File: src/rtl/commit_trace_tx_pkg.sv
// commit_trace_pkg: record type codes, record width and FSM state encoding shared by commit_trace_tx
package commit_trace_pkg;
  localparam int TRC_W = 36;
  localparam logic [3:0] TRC_REG = 4'd1;
  localparam logic [3:0] TRC_LOAD = 4'd2;
  localparam logic [3:0] TRC_STORE = 4'd3;
  localparam logic [3:0] TRC_SUM_BASE = 4'd8;
  typedef enum logic [1:0] {RUN, SUMMARY, DONE} trcState_t;
endpackage

File: src/rtl/commit_trace_tx_if.sv
// commit_trace_tx_if: valid/ready record stream (master: valid, data out / ready in; slave: the reverse)
interface commit_trace_tx_if;
  import commit_trace_pkg::*;
  logic valid;
  logic ready;
  logic [TRC_W-1:0] data;
  modport master(output valid, data, input ready);
  modport slave(input valid, data, output ready);
endinterface

File: src/rtl/commit_trace_tx_fifo.sv
// trace_fifo: 2-write/1-read first-word-fall-through FIFO; ports clk, rst (async active-low), wrEn0/wrData0 then wrEn1/wrData1, rdEn, rdData (0 when empty), empty, free
module trace_fifo #(
  parameter int DEPTH = 16,
  parameter int W = 36
) (
  input  logic clk,
  input  logic rst,
  input  logic wrEn0,
  input  logic wrEn1,
  input  logic [W-1:0] wrData0,
  input  logic [W-1:0] wrData1,
  input  logic rdEn,
  output logic [W-1:0] rdData,
  output logic empty,
  output logic [$clog2(DEPTH):0] free
);
  localparam int AW = $clog2(DEPTH);
  logic [W-1:0] mem [DEPTH];
  logic [AW-1:0] wp, rp, wp1;
  logic [AW:0] cnt;
  logic rd;
  assign rd = rdEn & ~empty;
  assign wp1 = wp + AW'(wrEn0);
  always_ff @(posedge clk) begin
    if (wrEn0) mem[wp] <= wrData0;
    if (wrEn1) mem[wp1] <= wrData1;
  end
  always_ff @(posedge clk or negedge rst)
    if (!rst) begin
      wp <= '0;
      rp <= '0;
      cnt <= '0;
    end else begin
      wp <= wp + AW'(wrEn0) + AW'(wrEn1);
      rp <= rp + AW'(rd);
      cnt <= cnt + (AW+1)'(wrEn0) + (AW+1)'(wrEn1) - (AW+1)'(rd);
    end
  assign empty = cnt == '0;
  assign free = (AW+1)'(DEPTH) - cnt;
  // Gate the head so an empty FIFO presents all-zero data, matching reset.
  assign rdData = empty ? '0 : mem[rp];
endmodule

File: src/rtl/commit_trace_tx.sv
// commit_trace_tx: packs commit events (REG/LOAD/STORE) into 36-bit records, streams them through a FIFO and appends counter summaries on halt
// Ports: clk; rst (async, active-low); reg_write/write_reg/write_data; mem_read/mem_write/mem_addr/mem_data_in/mem_data_out;
//        halt; icache_req/icache_hit/dcache_req/dcache_hit; trc (record stream master); overflow (sticky drop flag); done.
// Macro TRACE_CACHE_STATS_EN: builds the four cache counters and sends summary records k=2..5.
module commit_trace_tx
  import commit_trace_pkg::*;
#(
  parameter int FIFO_DEPTH = 16,
  parameter int CNT_W = 32
) (
  input  logic clk,
  input  logic rst,
  input  logic reg_write,
  input  logic [2:0] write_reg,
  input  logic [15:0] write_data,
  input  logic mem_read,
  input  logic mem_write,
  input  logic [15:0] mem_addr,
  input  logic [15:0] mem_data_in,
  input  logic [15:0] mem_data_out,
  input  logic halt,
  input  logic icache_req,
  input  logic icache_hit,
  input  logic dcache_req,
  input  logic dcache_hit,
  commit_trace_tx_if.master trc,
  output logic overflow,
  output logic done
);
  localparam int FW = $clog2(FIFO_DEPTH);
`ifdef TRACE_CACHE_STATS_EN
  localparam int NCNT = 6;
  logic [NCNT-1:0] inc;
  assign inc = {icache_req, dcache_req, icache_hit, dcache_hit, halt | reg_write | mem_write, 1'b1};
`else
  localparam int NCNT = 2;
  logic [NCNT-1:0] inc;
  logic unusedCache;
  assign unusedCache = ^{icache_req, icache_hit, dcache_req, dcache_hit};
  assign inc = {halt | reg_write | mem_write, 1'b1};
`endif
  trcState_t state;
  logic [CNT_W-1:0] cnt [NCNT];
  logic [2:0] sumIdx;
  logic empty, pop, memEv, fits, sumPush, wr0, wr1;
  logic [FW:0] free;
  logic [FW+1:0] freeEff;
  logic [1:0] nRec;
  logic [31:0] sumVal;
  logic [TRC_W-1:0] regRec, memRec, sumRec, d0;
  assign trc.valid = ~empty;
  assign pop = trc.valid & trc.ready;
  assign memEv = mem_read | mem_write;
  assign nRec = 2'(reg_write) + 2'(memEv);
  // A record leaving this cycle frees its slot for this cycle's capture.
  assign freeEff = (FW+2)'(free) + (FW+2)'(pop);
  assign fits = freeEff >= (FW+2)'(nRec);
  assign regRec = {TRC_REG, 13'd0, write_reg, write_data};
  assign memRec = mem_write ? {TRC_STORE, mem_addr, mem_data_in} : {TRC_LOAD, mem_addr, mem_data_out};
  assign sumRec = {TRC_SUM_BASE + {1'b0, sumIdx}, sumVal};
  always_comb begin
    sumVal = '0;
    for (int i = 0; i < NCNT; i++) sumVal = sumIdx == 3'(i) ? 32'(cnt[i]) : sumVal;
  end
  assign sumPush = state == SUMMARY && freeEff != '0;
  // Whole-cycle drop: both writes share the same fits qualifier.
  assign wr0 = state == RUN ? fits & (reg_write | memEv) : sumPush;
  assign wr1 = state == RUN && fits && reg_write && memEv;
  assign d0 = state == RUN ? (reg_write ? regRec : memRec) : sumRec;
  always_ff @(posedge clk or negedge rst)
    if (!rst) begin
      state <= RUN;
      sumIdx <= '0;
      overflow <= 1'b0;
      for (int i = 0; i < NCNT; i++) cnt[i] <= '0;
    end else begin
      if (state == RUN) begin
        for (int i = 0; i < NCNT; i++) if (inc[i] && cnt[i] != '1) cnt[i] <= cnt[i] + CNT_W'(1);
        if (!fits) overflow <= 1'b1;
        if (halt) state <= SUMMARY;
      end
      if (sumPush) begin
        sumIdx <= sumIdx + 3'd1;
        if (sumIdx == 3'(NCNT-1)) state <= DONE;
      end
    end
  assign done = state == DONE && empty;
  trace_fifo #(.DEPTH(FIFO_DEPTH), .W(TRC_W)) fifo (
    .clk(clk),
    .rst(rst),
    .wrEn0(wr0),
    .wrEn1(wr1),
    .wrData0(d0),
    .wrData1(memRec),
    .rdEn(pop),
    .rdData(trc.data),
    .empty(empty),
    .free(free)
  );
endmodule

File: src/flat_wrapper.sv
// flat-port wrapper written by rule: the top's interface ports become plain ports
module commit_trace_tx_flat import commit_trace_pkg::*;
#(
  parameter int FIFO_DEPTH = 16,
  parameter int CNT_W = 32
)
  (clk, rst, reg_write, write_reg, write_data, mem_read, mem_write, mem_addr, mem_data_in, mem_data_out, halt, icache_req, icache_hit, dcache_req, dcache_hit, overflow, done, trc_valid, trc_data, trc_ready);
  commit_trace_tx_if trc_i ();
  input  logic clk;
  input  logic rst;
  input  logic reg_write;
  input  logic [2:0] write_reg;
  input  logic [15:0] write_data;
  input  logic mem_read;
  input  logic mem_write;
  input  logic [15:0] mem_addr;
  input  logic [15:0] mem_data_in;
  input  logic [15:0] mem_data_out;
  input  logic halt;
  input  logic icache_req;
  input  logic icache_hit;
  input  logic dcache_req;
  input  logic dcache_hit;
  output logic overflow;
  output logic done;
  output wire logic [$bits(trc_i.valid)-1:0] trc_valid;
  output wire logic [$bits(trc_i.data)-1:0] trc_data;
  input wire logic [$bits(trc_i.ready)-1:0] trc_ready;
  assign trc_valid = trc_i.valid;
  assign trc_data = trc_i.data;
  assign trc_i.ready = trc_ready;
  commit_trace_tx #(.FIFO_DEPTH(FIFO_DEPTH), .CNT_W(CNT_W)) u_core (.clk(clk), .rst(rst), .reg_write(reg_write), .write_reg(write_reg), .write_data(write_data), .mem_read(mem_read), .mem_write(mem_write), .mem_addr(mem_addr), .mem_data_in(mem_data_in), .mem_data_out(mem_data_out), .halt(halt), .icache_req(icache_req), .icache_hit(icache_hit), .dcache_req(dcache_req), .dcache_hit(dcache_hit), .trc(trc_i), .overflow(overflow), .done(done));
endmodule
File: config.mk
export PLATFORM = sky130hd
export DESIGN_NAME = commit_trace_tx_flat
export DESIGN_NICKNAME = d
export VERILOG_FILES = /design/src/rtl/commit_trace_tx_pkg.sv /design/src/rtl/commit_trace_tx_if.sv /design/src/rtl/commit_trace_tx_fifo.sv /design/src/rtl/commit_trace_tx.sv /design/src/flat_wrapper.sv
export SDC_FILE = /design/constraint.sdc
export NUM_CORES = 1
export LEC_CHECK = 0
export CORE_MARGIN = 4
export CORE_UTILIZATION = 48
export CTS_CLUSTER_SIZE = 40
export DETAILED_ROUTE_END_ITERATION = 10
export HOLD_SLACK_MARGIN = 0.05
export PLACE_DENSITY = 0.78
export SYNTH_ARGS = -nofsm -noshare
export SYNTH_HDL_FRONTEND = slang
export SYNTH_SLANG_ARGS = --single-unit
File: constraint.sdc
create_clock -name clk -period 5.8 [get_ports clk]
set_clock_uncertainty 0.15 [all_clocks]
set_input_delay 1.74 -clock clk [delete_from_list [all_inputs] [get_ports clk]]
set_output_delay 1.74 -clock clk [all_outputs]
set_load 0.02 [all_outputs]
==> flow_summary.toml <==
[status]
status = "completed"

[synth]
synth_most_common_cell = "sky130_fd_sc_hd__edfxtp_1"
yosys.area.top_type_share_pct = 46.0
synth_flop_cell = "sky130_fd_sc_hd__edfxtp_1"
ys_top_cells_by_count = "sky130_fd_sc_hd__edfxtp_1, sky130_fd_sc_hd__nand2_1, sky130_fd_sc_hd__a22o_1"
postSynthAreaPerCell_sq_um = 12.7
synth_enable_flop_cells = 528
post_synth_instance_area_sq_um = 34400
synth_warnings = 0
synthesized_net_count = 2809
yosysUniqueCellTypes = 77
post_synth_inst_count = 2703
ys_seq_elements = 659
ys_async_sr_fraction_pct = 12.6
synth_top_area_cell = "sky130_fd_sc_hd__edfxtp_1"
synth_sequential_area_ratio_pct = 54.9
post_synth_main_area_contributors = "sky130_fd_sc_hd__edfxtp_1, sky130_fd_sc_hd__mux4_2, sky130_fd_sc_hd__dfrtp_1"

[grt]
via_count_of_the_first_global_routing_pass = 25000
global_route.usage.total_pct = 26.8
grt_pass1_wl_um = 155000
antenna_violations_before_repair = 7
grt_overflow = 0
grt_max_degree = 85

[sta]
final.period_utilization_pct = 96.8
rsz_0062_raised_after_global_routing = "false"
slew_headroom_pct = 17.0
tns_ns = 0
hold_viol_final = 0
maxSlewViolCount = 0
worst_pin_slew_ns = 1.24
finalSetupViolations = 0
timing.final.crit_period_ns = 5.61
timing.fmax_mhz = 178

[clocking]
clkSinkCount = 659
numCtsBuffers = 68
tritoncts = "done"
reg_clk_slew_reported_paths_ns = 0.07
cts_root_buffer = "sky130_fd_sc_hd__clkbuf_16"
clk-insertion-delay-late_ns = 0.61
cts_max_path_buffers = 3
ctsHtreeMaxLevel = 3
ctsResizeCount = 0
cts_hold_repair.buffers = 0
cts_post_setup_buffers_inserted = 0

[flow_run]
drv.max_cap_violation_count = 0

[route]
postRouteAntennaNets = 0
vias = 25800
routed_wire_length_per_instance_um = 27.0
postRouteWirelength_um = 103000
detailedRoute.firstIterationViolations = 3911
detail_route.drc_violations = 0
number_of_optimization_iterations_in_the_first_detailed_route_pass = 6
avgViaCountPerCell = 6.76

[die]
initial_core_util_pct = 48.8
fp.dieArea_sq_um = 76100
floorplan.rows = 97
std_cell_core_area_sq_um = 70500
die_h_um = 276
die_width_um = 276
io_pins = 117

[worst_setup_path]
timing.critical_path.arrival_ns = 3.72
critical_path.max_stage_delay_ns = 0.70
timing_worst_setup_path_type = "reg -> out"
cp-start-kind = "flip-flop"
regToRegSetupSlack_ns = 0.83
critical_path_slowest_stage_cell = "sky130_fd_sc_hd__dfrtp_4"
required_ns = 3.91
path_cells = "buf_4, mux4_2, mux4_2, and2_1, clkdlybuf4s50_1"
reg2regPathDepth = 21
worst-path-max-fanout = 21
end_kind = "primary output"
worst_r2r_endpoint = "u_core.fifo.mem[9][5]"
worst_path_most_repeated_cell = "sky130_fd_sc_hd__mux4_2"
regToRegStartpoint = "u_core.fifo.cnt[1]"

[place]
place.detailed.instances = 3687
detailed_place.area_sq_um = 38600
place_congestion = 0.928
hpwl_um = 70300
port_buffers = 112

[power]
fin_total_pwr_mw = 12.6
power.ir.vdd_worst_uv = 198
power.static_leakage_nw = 12.5
power_density_nw_per_um2 = 308

[finish]
layout-drive-gt1-share_pct = 23.6
final_nets = 2923
instances_no_fill = 3815
synthToLayoutAreaGrowth_pct = 18.4
stdcell_area_sq_um = 40800

[hold_path]
min_from = "u_core.fifo.mem[1][34]"
worst_case_hold_path_end_point = "u_core.fifo.mem[1][34]"
min_path_type = "reg -> reg"
cell_depth_of_the_worst_min_delay_path = 2
worst max-delay path: cells and delay by family, from the launching register on:
| family | cells | cell delay (ns) |
|---|---|---|
| mux | 2 | 1.16 |
| buf+inv | 2 | 1.02 |
| simple gates | 1 | 0.19 |
| flops | 1 | 0.70 |
how the worst max path moves through the flow:
stage	slack, ns	end	from
after floorplan	-0.07	u_core.fifo.mem[0][0]	mem_write
after global placement	-0.19	u_core.fifo.mem[0][30]	trc_ready
after detailed placement	-0.31	u_core.fifo.mem[0][30]	trc_ready
after CTS	0.16	trc_data[0]	u_core.fifo.rp[0]
after global routing	0.04	trc_data[0]	u_core.fifo.rp[0]
final	0.19	trc_data[0]	u_core.fifo.rp[0]
cells in the final DEF (no fill, tap or decap), types with 73 or more instances in the layout:
cell	count
sky130_fd_sc_hd__clkbuf_16	73
sky130_fd_sc_hd__clkdlybuf4s50_1	110
sky130_fd_sc_hd__dfrtp_1	79
sky130_fd_sc_hd__o22ai_1	112
sky130_fd_sc_hd__buf_12	82
sky130_fd_sc_hd__nand2_1	265
sky130_fd_sc_hd__mux4_2	180
sky130_fd_sc_hd__o21ai_0	110
sky130_fd_sc_hd__buf_4	160
sky130_fd_sc_hd__nand3_1	166
sky130_fd_sc_hd__edfxtp_1	528
sky130_fd_sc_hd__a22o_1	209
per-stage QoR:
step | utilization, % | hold slack, ns | worst slack [ns]
finish | 57.8 | 0.309 | 0.188
global placement | 54.7 | 0.289 | -0.188
floorplan | - | 0.279 | -0.0711
detailed placement | 54.7 | 0.297 | -0.308
global route | 57.8 | 0.322 | 0.0430
CTS | 57.8 | 0.309 | 0.157
layout make-up:
class                      instances  area, sq um
fill                            5107        29700
sequential                       659        18900
multi-input combinational       1708        14400
timing repair buffer             353         3950
clock buffer                      83         1860
tap                              940         1180
clock inverter                    40          318
inverter                          27          111
antenna                            5         12.5
where the power goes:
| group | switching (mW) | internal (mW) |
|---|---|---|
| Clock | 1.87 | 2.51 |
| Combinational | 1.45 | 1.43 |
| Sequential | 0.220 | 5.08 |
cell families after synthesis:
logic type,Yosys count,synth area share [%]
DFF,659,54.9
AOI/OAI and AO/OA,701,14.6
xor gates and xnor gates,76,1.93
adders and majority gates,28,1.06
muxes,205,12.5
and+or+nand+nor,698,10.4
buffers and inverters,336,4.56
layer usage:
layer  up-vias  part of all wire (%)  GRT usage [%]
li1      10800                     -              -
met1     12800                    37           37.5
met2      1947                    47           42.1
met3       234                    13           6.08
met4         2                   3.3           8.69
met5         -                0.0068              0
flip-flops by register name, summed over array words and instances, names as in the netlist:
name / flops
u_core.cnt: 64
u_core.fifo.cnt: 5
u_core.fifo.mem: 576
u_core.fifo.rp: 4
u_core.fifo.wp: 4
u_core.overflow: 1
u_core.state: 2
u_core.sumIdx: 3
Power figures use the tool's default switching activity.
